File: src/rtl/icacop_if.sv
// Request/response channel between the memory stage, writeback and the ICache CACOP responder.
interface icacop_if #(
  parameter int unsigned ROB_IDX_W = 6
) ();
  logic                 req_valid_i;
  logic [31:0]          req_vaddr_i;
  logic [ROB_IDX_W-1:0] req_rob_idx_i;
  logic [1:0]           req_mode_i;
  logic                 req_ready_o;
  logic                 rsp_valid_o;
  logic                 rsp_ready_i;
  logic [ROB_IDX_W-1:0] rsp_rob_idx_o;
  logic [31:0]          rsp_vaddr_o;
  logic                 rsp_excp_o;
  logic [5:0]           rsp_ecode_o;

  modport master (
    output req_valid_i, req_vaddr_i, req_rob_idx_i, req_mode_i, rsp_ready_i,
    input  req_ready_o, rsp_valid_o, rsp_rob_idx_o, rsp_vaddr_o, rsp_excp_o, rsp_ecode_o
  );

  modport slave (
    input  req_valid_i, req_vaddr_i, req_rob_idx_i, req_mode_i, rsp_ready_i,
    output req_ready_o, rsp_valid_o, rsp_rob_idx_o, rsp_vaddr_o, rsp_excp_o, rsp_ecode_o
  );
endinterface

File: src/rtl/icacop_unit.sv
// ICache CACOP responder: invalidates tag entries by index (modes 0/1) or by physical hit (mode 2).
// Optional ICACOP_PERF_EN adds perf_cnt_o, counting non-faulting completed ops.
module icacop_unit #(
  parameter  int unsigned WAYS      = 2,
  parameter  int unsigned IDX_W     = 8,
  parameter  int unsigned OFFSET_W  = 4,
  parameter  int unsigned ROB_IDX_W = 6,
  localparam int unsigned TAG_W     = 32 - IDX_W - OFFSET_W
) (
  input  logic                      clk,
  input  logic                      rst_n,
  icacop_if.slave                   bus,
  input  logic                      flush_i,
  input  logic                      fetch_busy_i,
  output logic                      busy_o,
  output logic                      trans_req_o,
  output logic [31:0]               trans_vaddr_o,
  input  logic [31:0]               trans_paddr_i,
  input  logic                      trans_excp_i,
  input  logic [5:0]                trans_ecode_i,
  output logic                      tag_rd_o,
  output logic [WAYS-1:0]           tag_we_o,
  output logic [IDX_W-1:0]          tag_idx_o,
  output logic [TAG_W:0]            tag_wdata_o,
  input  logic [WAYS*(TAG_W+1)-1:0] tag_rdata_i
`ifdef ICACOP_PERF_EN
  ,
  output logic [31:0]               perf_cnt_o
`endif
);

  localparam int unsigned WAY_W = (WAYS > 1) ? $clog2(WAYS) : 1;

  typedef enum logic [2:0] {
    IDLE, WAIT_FETCH, TRANS, LOOKUP, WRITE, RESP
  } state_e;

  state_e               state_q, state_d;
  logic [31:0]          vaddr_q;
  logic [ROB_IDX_W-1:0] rob_q;
  logic [1:0]           mode_q;
  logic [TAG_W-1:0]     paddr_tag_q;
  logic                 excp_q;
  logic [5:0]           ecode_q;
  logic                 accept;
  logic [WAYS-1:0]      way_hit;
  logic [WAYS-1:0]      way_oh;
  logic [TAG_W:0]       entry;
  logic                 unused_paddr;

  assign unused_paddr = ^trans_paddr_i[OFFSET_W+IDX_W-1:0];
  assign accept       = (state_q == IDLE) && bus.req_valid_i && !flush_i;

  function automatic state_e dispatch(input logic [1:0] mode);
    case (mode)
      2'd2:    return TRANS;
      2'd3:    return RESP;
      default: return WRITE;
    endcase
  endfunction

  always_ff @(posedge clk or negedge rst_n) begin
    if (!rst_n) state_q <= IDLE;
    else        state_q <= state_d;
  end

  always_comb begin
    state_d = state_q;
    case (state_q)
      IDLE:       if (bus.req_valid_i) state_d = fetch_busy_i ? WAIT_FETCH : dispatch(bus.req_mode_i);
      WAIT_FETCH: if (!fetch_busy_i) state_d = dispatch(mode_q);
      TRANS:      state_d = LOOKUP;
      LOOKUP:     state_d = trans_excp_i ? RESP : WRITE;
      WRITE:      state_d = RESP;
      RESP:       if (bus.rsp_ready_i) state_d = IDLE;
      default:    state_d = IDLE;
    endcase
    // Flush wins over everything, including a request arriving in the same cycle.
    if (flush_i) state_d = IDLE;
  end

  // Captured request and translation result.
  always_ff @(posedge clk or negedge rst_n) begin
    if (!rst_n) begin
      vaddr_q     <= '0;
      rob_q       <= '0;
      mode_q      <= '0;
      paddr_tag_q <= '0;
      excp_q      <= 1'b0;
      ecode_q     <= '0;
    end else if (accept) begin
      vaddr_q     <= bus.req_vaddr_i;
      rob_q       <= bus.req_rob_idx_i;
      mode_q      <= bus.req_mode_i;
      paddr_tag_q <= '0;
      excp_q      <= 1'b0;
      ecode_q     <= '0;
    end else if (state_q == LOOKUP && !flush_i) begin
      paddr_tag_q <= trans_paddr_i[31 -: TAG_W];
      excp_q      <= trans_excp_i;
      ecode_q     <= trans_excp_i ? trans_ecode_i : 6'd0;
    end
  end

  always_comb begin
    way_hit = '0;
    entry   = '0;
    for (int unsigned w = 0; w < WAYS; w++) begin
      entry      = tag_rdata_i[w*(TAG_W+1) +: (TAG_W+1)];
      way_hit[w] = entry[TAG_W] && (entry[TAG_W-1:0] == paddr_tag_q);
    end
  end

  assign way_oh = WAYS'(1) << vaddr_q[WAY_W-1:0];

  always_comb begin
    bus.req_ready_o   = 1'b0;
    bus.rsp_valid_o   = 1'b0;
    bus.rsp_rob_idx_o = rob_q;
    bus.rsp_vaddr_o   = vaddr_q;
    bus.rsp_excp_o    = excp_q;
    bus.rsp_ecode_o   = ecode_q;
    busy_o            = 1'b1;
    trans_req_o       = 1'b0;
    trans_vaddr_o     = '0;
    tag_rd_o          = 1'b0;
    tag_we_o          = '0;
    tag_idx_o         = vaddr_q[OFFSET_W +: IDX_W];
    tag_wdata_o       = '0;
    case (state_q)
      IDLE: begin
        bus.req_ready_o = 1'b1;
        busy_o          = 1'b0;
        tag_idx_o       = '0;
      end
      TRANS: begin
        trans_req_o   = 1'b1;
        trans_vaddr_o = vaddr_q;
      end
      LOOKUP:  tag_rd_o = !trans_excp_i && !flush_i;
      WRITE:   if (!flush_i) tag_we_o = (mode_q == 2'd2) ? way_hit : way_oh;
      RESP:    bus.rsp_valid_o = 1'b1;
      default: ;
    endcase
  end

`ifdef ICACOP_PERF_EN
  logic [31:0] perf_q;

  always_ff @(posedge clk or negedge rst_n) begin
    if (!rst_n)                                               perf_q <= '0;
    else if (state_q == RESP && bus.rsp_ready_i && !excp_q)   perf_q <= perf_q + 32'd1;
  end

  assign perf_cnt_o = perf_q;
`endif

endmodule

File: src/flat_wrapper.sv
// flat-port wrapper written by rule: the top's interface ports become plain ports
module icacop_unit_flat 
#(
  parameter  int unsigned WAYS      = 2,
  parameter  int unsigned IDX_W     = 8,
  parameter  int unsigned OFFSET_W  = 4,
  parameter  int unsigned ROB_IDX_W = 6,
  localparam int unsigned TAG_W     = 32 - IDX_W - OFFSET_W
)
  (clk, rst_n, flush_i, fetch_busy_i, busy_o, trans_req_o, trans_vaddr_o, trans_paddr_i, trans_excp_i, trans_ecode_i, tag_rd_o, tag_we_o, tag_idx_o, tag_wdata_o, tag_rdata_i, bus_req_valid_i, bus_req_vaddr_i, bus_req_rob_idx_i, bus_req_mode_i, bus_rsp_ready_i, bus_req_ready_o, bus_rsp_valid_o, bus_rsp_rob_idx_o, bus_rsp_vaddr_o, bus_rsp_excp_o, bus_rsp_ecode_o);
  icacop_if #(.ROB_IDX_W(ROB_IDX_W)) bus_i ();
  input  logic clk;
  input  logic rst_n;
  input  logic flush_i;
  input  logic fetch_busy_i;
  output logic busy_o;
  output logic trans_req_o;
  output logic [31:0] trans_vaddr_o;
  input  logic [31:0] trans_paddr_i;
  input  logic trans_excp_i;
  input  logic [5:0] trans_ecode_i;
  output logic tag_rd_o;
  output logic [WAYS-1:0] tag_we_o;
  output logic [IDX_W-1:0] tag_idx_o;
  output logic [TAG_W:0] tag_wdata_o;
  input  logic [WAYS*(TAG_W+1)-1:0] tag_rdata_i;
  input wire logic [$bits(bus_i.req_valid_i)-1:0] bus_req_valid_i;
  input wire logic [$bits(bus_i.req_vaddr_i)-1:0] bus_req_vaddr_i;
  input wire logic [$bits(bus_i.req_rob_idx_i)-1:0] bus_req_rob_idx_i;
  input wire logic [$bits(bus_i.req_mode_i)-1:0] bus_req_mode_i;
  input wire logic [$bits(bus_i.rsp_ready_i)-1:0] bus_rsp_ready_i;
  output wire logic [$bits(bus_i.req_ready_o)-1:0] bus_req_ready_o;
  output wire logic [$bits(bus_i.rsp_valid_o)-1:0] bus_rsp_valid_o;
  output wire logic [$bits(bus_i.rsp_rob_idx_o)-1:0] bus_rsp_rob_idx_o;
  output wire logic [$bits(bus_i.rsp_vaddr_o)-1:0] bus_rsp_vaddr_o;
  output wire logic [$bits(bus_i.rsp_excp_o)-1:0] bus_rsp_excp_o;
  output wire logic [$bits(bus_i.rsp_ecode_o)-1:0] bus_rsp_ecode_o;
  assign bus_i.req_valid_i = bus_req_valid_i;
  assign bus_i.req_vaddr_i = bus_req_vaddr_i;
  assign bus_i.req_rob_idx_i = bus_req_rob_idx_i;
  assign bus_i.req_mode_i = bus_req_mode_i;
  assign bus_i.rsp_ready_i = bus_rsp_ready_i;
  assign bus_req_ready_o = bus_i.req_ready_o;
  assign bus_rsp_valid_o = bus_i.rsp_valid_o;
  assign bus_rsp_rob_idx_o = bus_i.rsp_rob_idx_o;
  assign bus_rsp_vaddr_o = bus_i.rsp_vaddr_o;
  assign bus_rsp_excp_o = bus_i.rsp_excp_o;
  assign bus_rsp_ecode_o = bus_i.rsp_ecode_o;
  icacop_unit #(.WAYS(WAYS), .IDX_W(IDX_W), .OFFSET_W(OFFSET_W), .ROB_IDX_W(ROB_IDX_W)) u_core (.clk(clk), .rst_n(rst_n), .bus(bus_i), .flush_i(flush_i), .fetch_busy_i(fetch_busy_i), .busy_o(busy_o), .trans_req_o(trans_req_o), .trans_vaddr_o(trans_vaddr_o), .trans_paddr_i(trans_paddr_i), .trans_excp_i(trans_excp_i), .trans_ecode_i(trans_ecode_i), .tag_rd_o(tag_rd_o), .tag_we_o(tag_we_o), .tag_idx_o(tag_idx_o), .tag_wdata_o(tag_wdata_o), .tag_rdata_i(tag_rdata_i));
endmodule
File: config.mk
export PLATFORM = sky130hd
export DESIGN_NAME = icacop_unit_flat
export DESIGN_NICKNAME = d
export VERILOG_FILES = /design/src/rtl/icacop_if.sv /design/src/rtl/icacop_unit.sv /design/src/flat_wrapper.sv
export SDC_FILE = /design/constraint.sdc
export NUM_CORES = 1
export LEC_CHECK = 0
export ABC_AREA = 1
export BUFFER_PORTS_ARGS = -buffer_cell sky130_fd_sc_hd__buf_2
export CAP_MARGIN = 20
export CORE_MARGIN = 3
export CORE_UTILIZATION = 45
export DETAILED_ROUTE_END_ITERATION = 10
export PLACE_DENSITY = 0.86
export SLEW_MARGIN = 30
export SYNTH_ARGS = -nofsm -noshare
export SYNTH_HDL_FRONTEND = slang
export SYNTH_SLANG_ARGS = --single-unit
export TNS_END_PERCENT = 10
File: constraint.sdc
create_clock -name clk -period 1.9 [get_ports clk]
set_clock_uncertainty 0.2 [all_clocks]
set_input_delay 0.285 -clock clk [delete_from_list [all_inputs] [get_ports clk]]
set_output_delay 0.285 -clock clk [all_outputs]
set_load 0.005 [all_outputs]
==> impl_metrics.toml, run 1 <==
[setup_path]
path_class = "reg -> out"
critPathLaunchType = "flop"
critical_path_required_ns = 1.41
critical_path_peak_fanout = 3
critPathCaptureType = "output port"
wp_data_arrival_ns = 1.57

[power]
p_leak_nw = 3.64
power.ir.vdd_worst_v = 0.000800
power_density_nw_per_um2 = 1120

[status]
run_status = "finished, violations left"
violations = "negative hold slack, negative setup slack"

[grt]
grt_pass1_vias = 4369
track_usage_pct = 25.5
grt_start_max_net_pins = 34
antenna_found_initial = 0
grt_first_pass_wirelength_mm = 20.6
grt.overflow.total = 0

[route]
dr.first_iter.drc_count = 185
drt-pass1-iter-count = 7
final_antenna_net_count = 0
drc = 0
detailroute.via_count = 4640
routed_wire_per_std_cell_um = 14.6
vias_per_std_cell = 4.77
wirelength_mm = 14.1

[logic_synthesis]
ys_top_cells_by_area = "dfrtp_1, nand2_1, nor2_1, inv_1, a21oi_2"
postSynthAreaPerCell_um2 = 7.23
ranking_of_synthesized_cells_by_instance_count = "nand2_1, nor2_1, inv_1, dfrtp_1, a21oi_2"
async_flop_share_pct = 100
post_synth_inst_count = 574
edff_count_synth = 0
ys_dominant_reg_cell = "dfrtp_1"
post-synth-top-count-cell = "nand2_1"
yosys_warnings = 0
yosys.area.top_type_share_pct = 42.2
flip_flop_and_latch_count_after_synthesis = 70
seq_area_frac_synth_pct = 42.2
synth_area_leader_cell = "dfrtp_1"
yosysUniqueCellTypes = 25
syn-cell-area_um2 = 4150

[layout]
diodes = 0
post_layout_util_pct = 71.5
post_route_cells_drive_above_1_share_pct = 37.5
synthToLayoutAreaGrowth_pct = 52.6
nets_finish = 986

[floorplan]
ios = 240
die_height_um = 102
initial_util_pct = 46.9
std_cell_rows = 34
chipWidth_um = 102
coreArea_um2 = 8850
die-area_um2 = 10400

[placement]
place.detailed.hpwl_mm = 9.23
gp_congestion = 0.892
number_of_buffers_added_on_ports = 206
preCtsSetupSlack_ns = 0.0532

[timing]
final.hold.worst_slack_ns = -0.000918
final-setup-viol-count = 22
timing.final.ws_setup_ns = -0.154
final_hold_viol_count = 1
timing_max_transition_violations_final = 0
finalCriticalPeriod_ns = 2.05
timing.final.crit_share_pct = 108
rsz0062_at_grt = "yes"
peak_freq_mhz = 487

[cts]
tritoncts = "built"
cts-root-buf = "clkbuf_8"
cts_htree_levels = 3
clk_pin_slew_worst_paths_ns = 0.08
clock-sinks = 70
clock_latency_ns = 0.34
cts.path.max_buffers = 2
clock_buffers_created_by_tritoncts = 9

[run]
drv_cap = 0

[min_path]
min-delay-path-class = "in -> reg"
## placed cells by master, fill, tap and decap left out, drive strengths merged, types with 4 or more instances in the layout
cell and n:
nand3 27, nor2 103, dfrtp 70, inv 106, clkbuf 10, buf 229, nand2 152, conb 21
a21oi 36, xnor2 4, mux2 6, dlygate4sd3 62, o21ai 27
## layer usage
layer | global-route usage [%] | part of all wire [%] | vias up
li1 | - | - | 2258
met1 | 29.8 | 38 | 2114
met2 | 45.1 | 53 | 217
met3 | 4.51 | 5.3 | 51
met4 | 12.6 | 4.1 | 0
met5 | 0 | 0 | -
## final cells by class
| type | count | area [um^2] |
|---|---|---|
| repair buffers | 292 | 1930 |
| clock inverters | 7 | 80.1 |
| well taps | 108 | 135 |
| multi-input cells | 383 | 1910 |
| fillers | 661 | 2520 |
| clock buffers | 9 | 124 |
| inverters | 103 | 399 |
| flip-flops and latches | 70 | 1750 |
## critical path, cell delays in order, from the launching register on
cell     delay (ns)
dfrtp_2        0.47
nor2_4         0.21
nand2_1        0.13
inv_1          0.09
nand3_1        0.07
a21oi_1        0.11
buf_2          0.14
## power breakdown
part           switching [mW]  leakage [nW]  internal, mW
Combinational            1.93          2.69          1.59
Clock                   0.627        0.0968         0.622
Sequential              0.332         0.854          1.99
Total                    2.89          3.64          4.20
## state kept, by name, summed over array words and instances, names as in the netlist
signal / cells
u_core.state_q: 3
u_core.bus.rsp_rob_idx_o: 6
u_core.bus.rsp_ecode_o: 6
u_core.mode_q: 2
u_core.bus.rsp_vaddr_o: 32
u_core.bus.rsp_excp_o: 1
u_core.paddr_tag_q: 20
## kinds of logic after synthesis
family / share of synthesized area, %
AOI/OAI and AO/OA: 11.1
xor gates and xnor gates: 0.845
buffers and inverters: 16.2
DFF: 42.2
muxes: 1.63
other: 0.0904
and+or+nand+nor: 27.9
## timing repair
action | 4_1_cts | 5_1_grt
gates resized for setup | 28 | 33
gates cloned | 1 | 1
setup buffers | 7 | 3
hold buffers | 61 | 1
setup endpoints to repair | 44 | 51
hold endpoints to repair | 76 | 1
pin swaps | 4 | 3
## worst paths after layout
| check | start | to | slack, ns | cells past startpoint |
|---|---|---|---|---|
| max in group asynchronous | rst_n | u_core.bus.rsp_vaddr_o[18] | 0.71 | 3 |
| hold reg to reg | u_core.bus.rsp_ecode_o[4] | u_core.bus.rsp_ecode_o[4] | 0.30 | 2 |
| setup / recovery | u_core.state_q[0] | tag_we_o[0] | -0.15 | 6 |
| setup reg to reg | u_core.state_q[0] | u_core.paddr_tag_q[12] | -0.01 | 7 |
| min in group asynchronous | rst_n | u_core.bus.rsp_rob_idx_o[1] | 0.25 | 2 |
| hold / removal | trans_ecode_i[5] | u_core.bus.rsp_ecode_o[5] | -0.0009 | 3 |
## through the flow
step	hold WS [ns]	TNS [ns]	total power [mW]	std cells	instance area, um^2
6_report	-0.000918	-0.763	7.08	972	6330
4_1_cts	0.00569	-0.306	6.71	968	6210
5_1_grt	0.0147	-3.40	7.52	972	6330
2_1_floorplan	-0.211	0	3.95	594	4220
3_5_place_dp	0.0805	0	5.16	883	5250
3_3_place_gp	0.0832	0	5.07	883	5250
Power figures use the tool's default switching activity.
==> inputs of run 2 (changes only) <==
- RECOVER_POWER: default -> 50
==> run 2 against run 1 <==
The flow finishes with violations (negative setup slack). Sequential share of layout area increased by 0.13 points. Core utilization decreased by 0.33 points. Hold slack gained 0.0043 ns.
==> impl_metrics.toml, run 2 (same netlist as run 1, synthesis figures left out) <==
[min_path]
min_path_cells = 3
min-delay-path-class = "in -> reg"
hold_endpoint = "u_core.bus.rsp_ecode_o[5]"
hp-start = "trans_ecode_i[5]"

[layout]
synthToLayoutAreaGrowth_pct = 51.9
final_common_cell = "buf_2"
largest_register_ffs = 32
nets_finish = 986
diodes = 0
post_route_cells_drive_above_1_share_pct = 36.5
number_of_fillers_in_the_final_layout = 669
post_layout_util_pct = 71.2
layoutNonFillerInstCount = 972
leading_cell_types_in_the_layout_fill_and_taps_excluded = "buf_2, nand2_1, inv_1, nor2_1, dfrtp_1"

[route]
final_antenna_net_count = 0
routed_wire_per_std_cell_um = 14.6
detailroute.via_count = 4649
drt-pass1-iter-count = 7
wirelength_mm = 14.2
drc = 0
dr.first_iter.drc_count = 198
vias_per_std_cell = 4.78

[cts]
tritoncts = "built"
clock-sinks = 70
cts.path.max_buffers = 2
cts_htree_levels = 3
clock_latency_ns = 0.34
clock_buffers_created_by_tritoncts = 9
clk_pin_slew_worst_paths_ns = 0.08
cts-root-buf = "clkbuf_8"

[setup_path]
critPathLaunchType = "flop"
worstReg2RegEnd = "u_core.paddr_tag_q[12]"
path_class = "reg -> out"
slowest_stage = "dfrtp_2"
critPathCaptureType = "output port"
cp-startpoint = "u_core.state_q[0]"
wp_data_arrival_ns = 1.56
worst_r2r_startpoint = "u_core.state_q[0]"
crit_family = "flip-flops"
r2r_slack_ns = -0.01
critical_path_peak_fanout = 3
cp_cell_sequence = "nor2_4 > nand2_1 > inv_1 > nand3_1 > a21oi_1 > buf_2"
rr_worst_depth = 7
cpPeakStageDelay_ns = 0.46
critical_path_required_ns = 1.41
cp_num_buf_inv = 2

[power]
total_power_mw = 7.06
power.ir.vdd_worst_v = 0.000797
power_density_nw_per_um2 = 1120
p_leak_nw = 3.61

[timing]
rsz0062_at_grt = "yes"
final.hold.worst_slack_ns = 0.00335
final-setup-viol-count = 22
timing_max_transition_violations_final = 0
peak_freq_mhz = 488
timing.final.crit_share_pct = 108
finalCriticalPeriod_ns = 2.05
final_hold_viol_count = 0
relSlewSlack_pct = 27.3
tightestPinTransition_ns = 1.09
timing.final.ws_setup_ns = -0.149

[floorplan]
die_height_um = 102
ios = 240
initial_util_pct = 46.9
std_cell_rows = 34
die-area_um2 = 10400
coreArea_um2 = 8850
chipWidth_um = 102

[grt]
grt.overflow.total = 0
grt_pass1_vias = 4369
track_usage_pct = 25.5
grt_first_pass_wirelength_mm = 20.6
antenna_found_initial = 0
grt_start_max_net_pins = 34

[placement]
place.detailed.hpwl_mm = 9.23
number_of_buffers_added_on_ports = 206
gp_congestion = 0.892
placed_cells_incl_taps = 883

[status]
run_status = "finished, violations left"
violations = "negative setup slack"

[run]
drv_cap = 0
==> run 2: changes by cell type in the layout (fill, tap and decap cells not counted) <==
cell / change
buf_2: -9
clkbuf_1: +8
buf_12: -2
buf_6: +2
buf_1: +1
==> run 2: layer usage <==
metal	routed length [um]	GRT usage, %
met1	5370	29.8
met2	7450	45.1
met3	751	4.51
met4	601	12.6
met5	0	0
==> run 2: repair_timing <==
action / 4_1_cts / 5_1_grt
pin swaps: 4 / 3
setup buffers: 7 / 3
setup endpoints to repair: 44 / 51
hold endpoints to repair: 76 / 1
gates resized for setup: 28 / 33
cloned: 1 / 1
hold buffers: 61 / 1
==> run 2: tightest hold or removal path: stages <==
cell     delay, ns
buf_2         0.08
nand3_1       0.07
nand2_1       0.07
==> run 2: worst max path at each step <==
stage                                end  depth (start not counted)
2_1_floorplan  u_core.bus.rsp_ecode_o[0]                          9
3_3_place_gp       u_core.paddr_tag_q[8]                          7
3_5_place_dp       u_core.paddr_tag_q[4]                          7
4_1_cts                      tag_we_o[1]                          9
5_1_grt                      tag_we_o[0]                          9
6_report                     tag_we_o[0]                          6
==> run 2: through the flow <==
step	worst slack [ns]	instance area, um^2	setup TNS (ns)
after floorplan	0.286	4220	0
after global placement	0.121	5250	0
after detailed placement	0.0532	5250	0
after CTS	-0.139	6210	-0.306
after global routing	-0.246	6300	-3.40
final	-0.149	6300	-0.723
==> run 2: report_power, final <==
part	switching [mW]	internal, mW	total [mW]
Clock	0.624	0.622	1.25
Combinational	1.93	1.56	3.49
Sequential	0.333	1.99	2.32
==> run 2: final cells by class <==
cell class                      count  area, um^2  share of cell area (%)
Clock buffer                        9         124                    1.97
Clock inverter                      7        80.1                    1.27
Inverter                          103         399                    6.33
Multi-Input combinational cell    383        1910                    30.2
Sequential cell                    70        1750                    27.8
Tap cell                          108         135                    2.14
Timing Repair Buffer              292        1900                    30.2
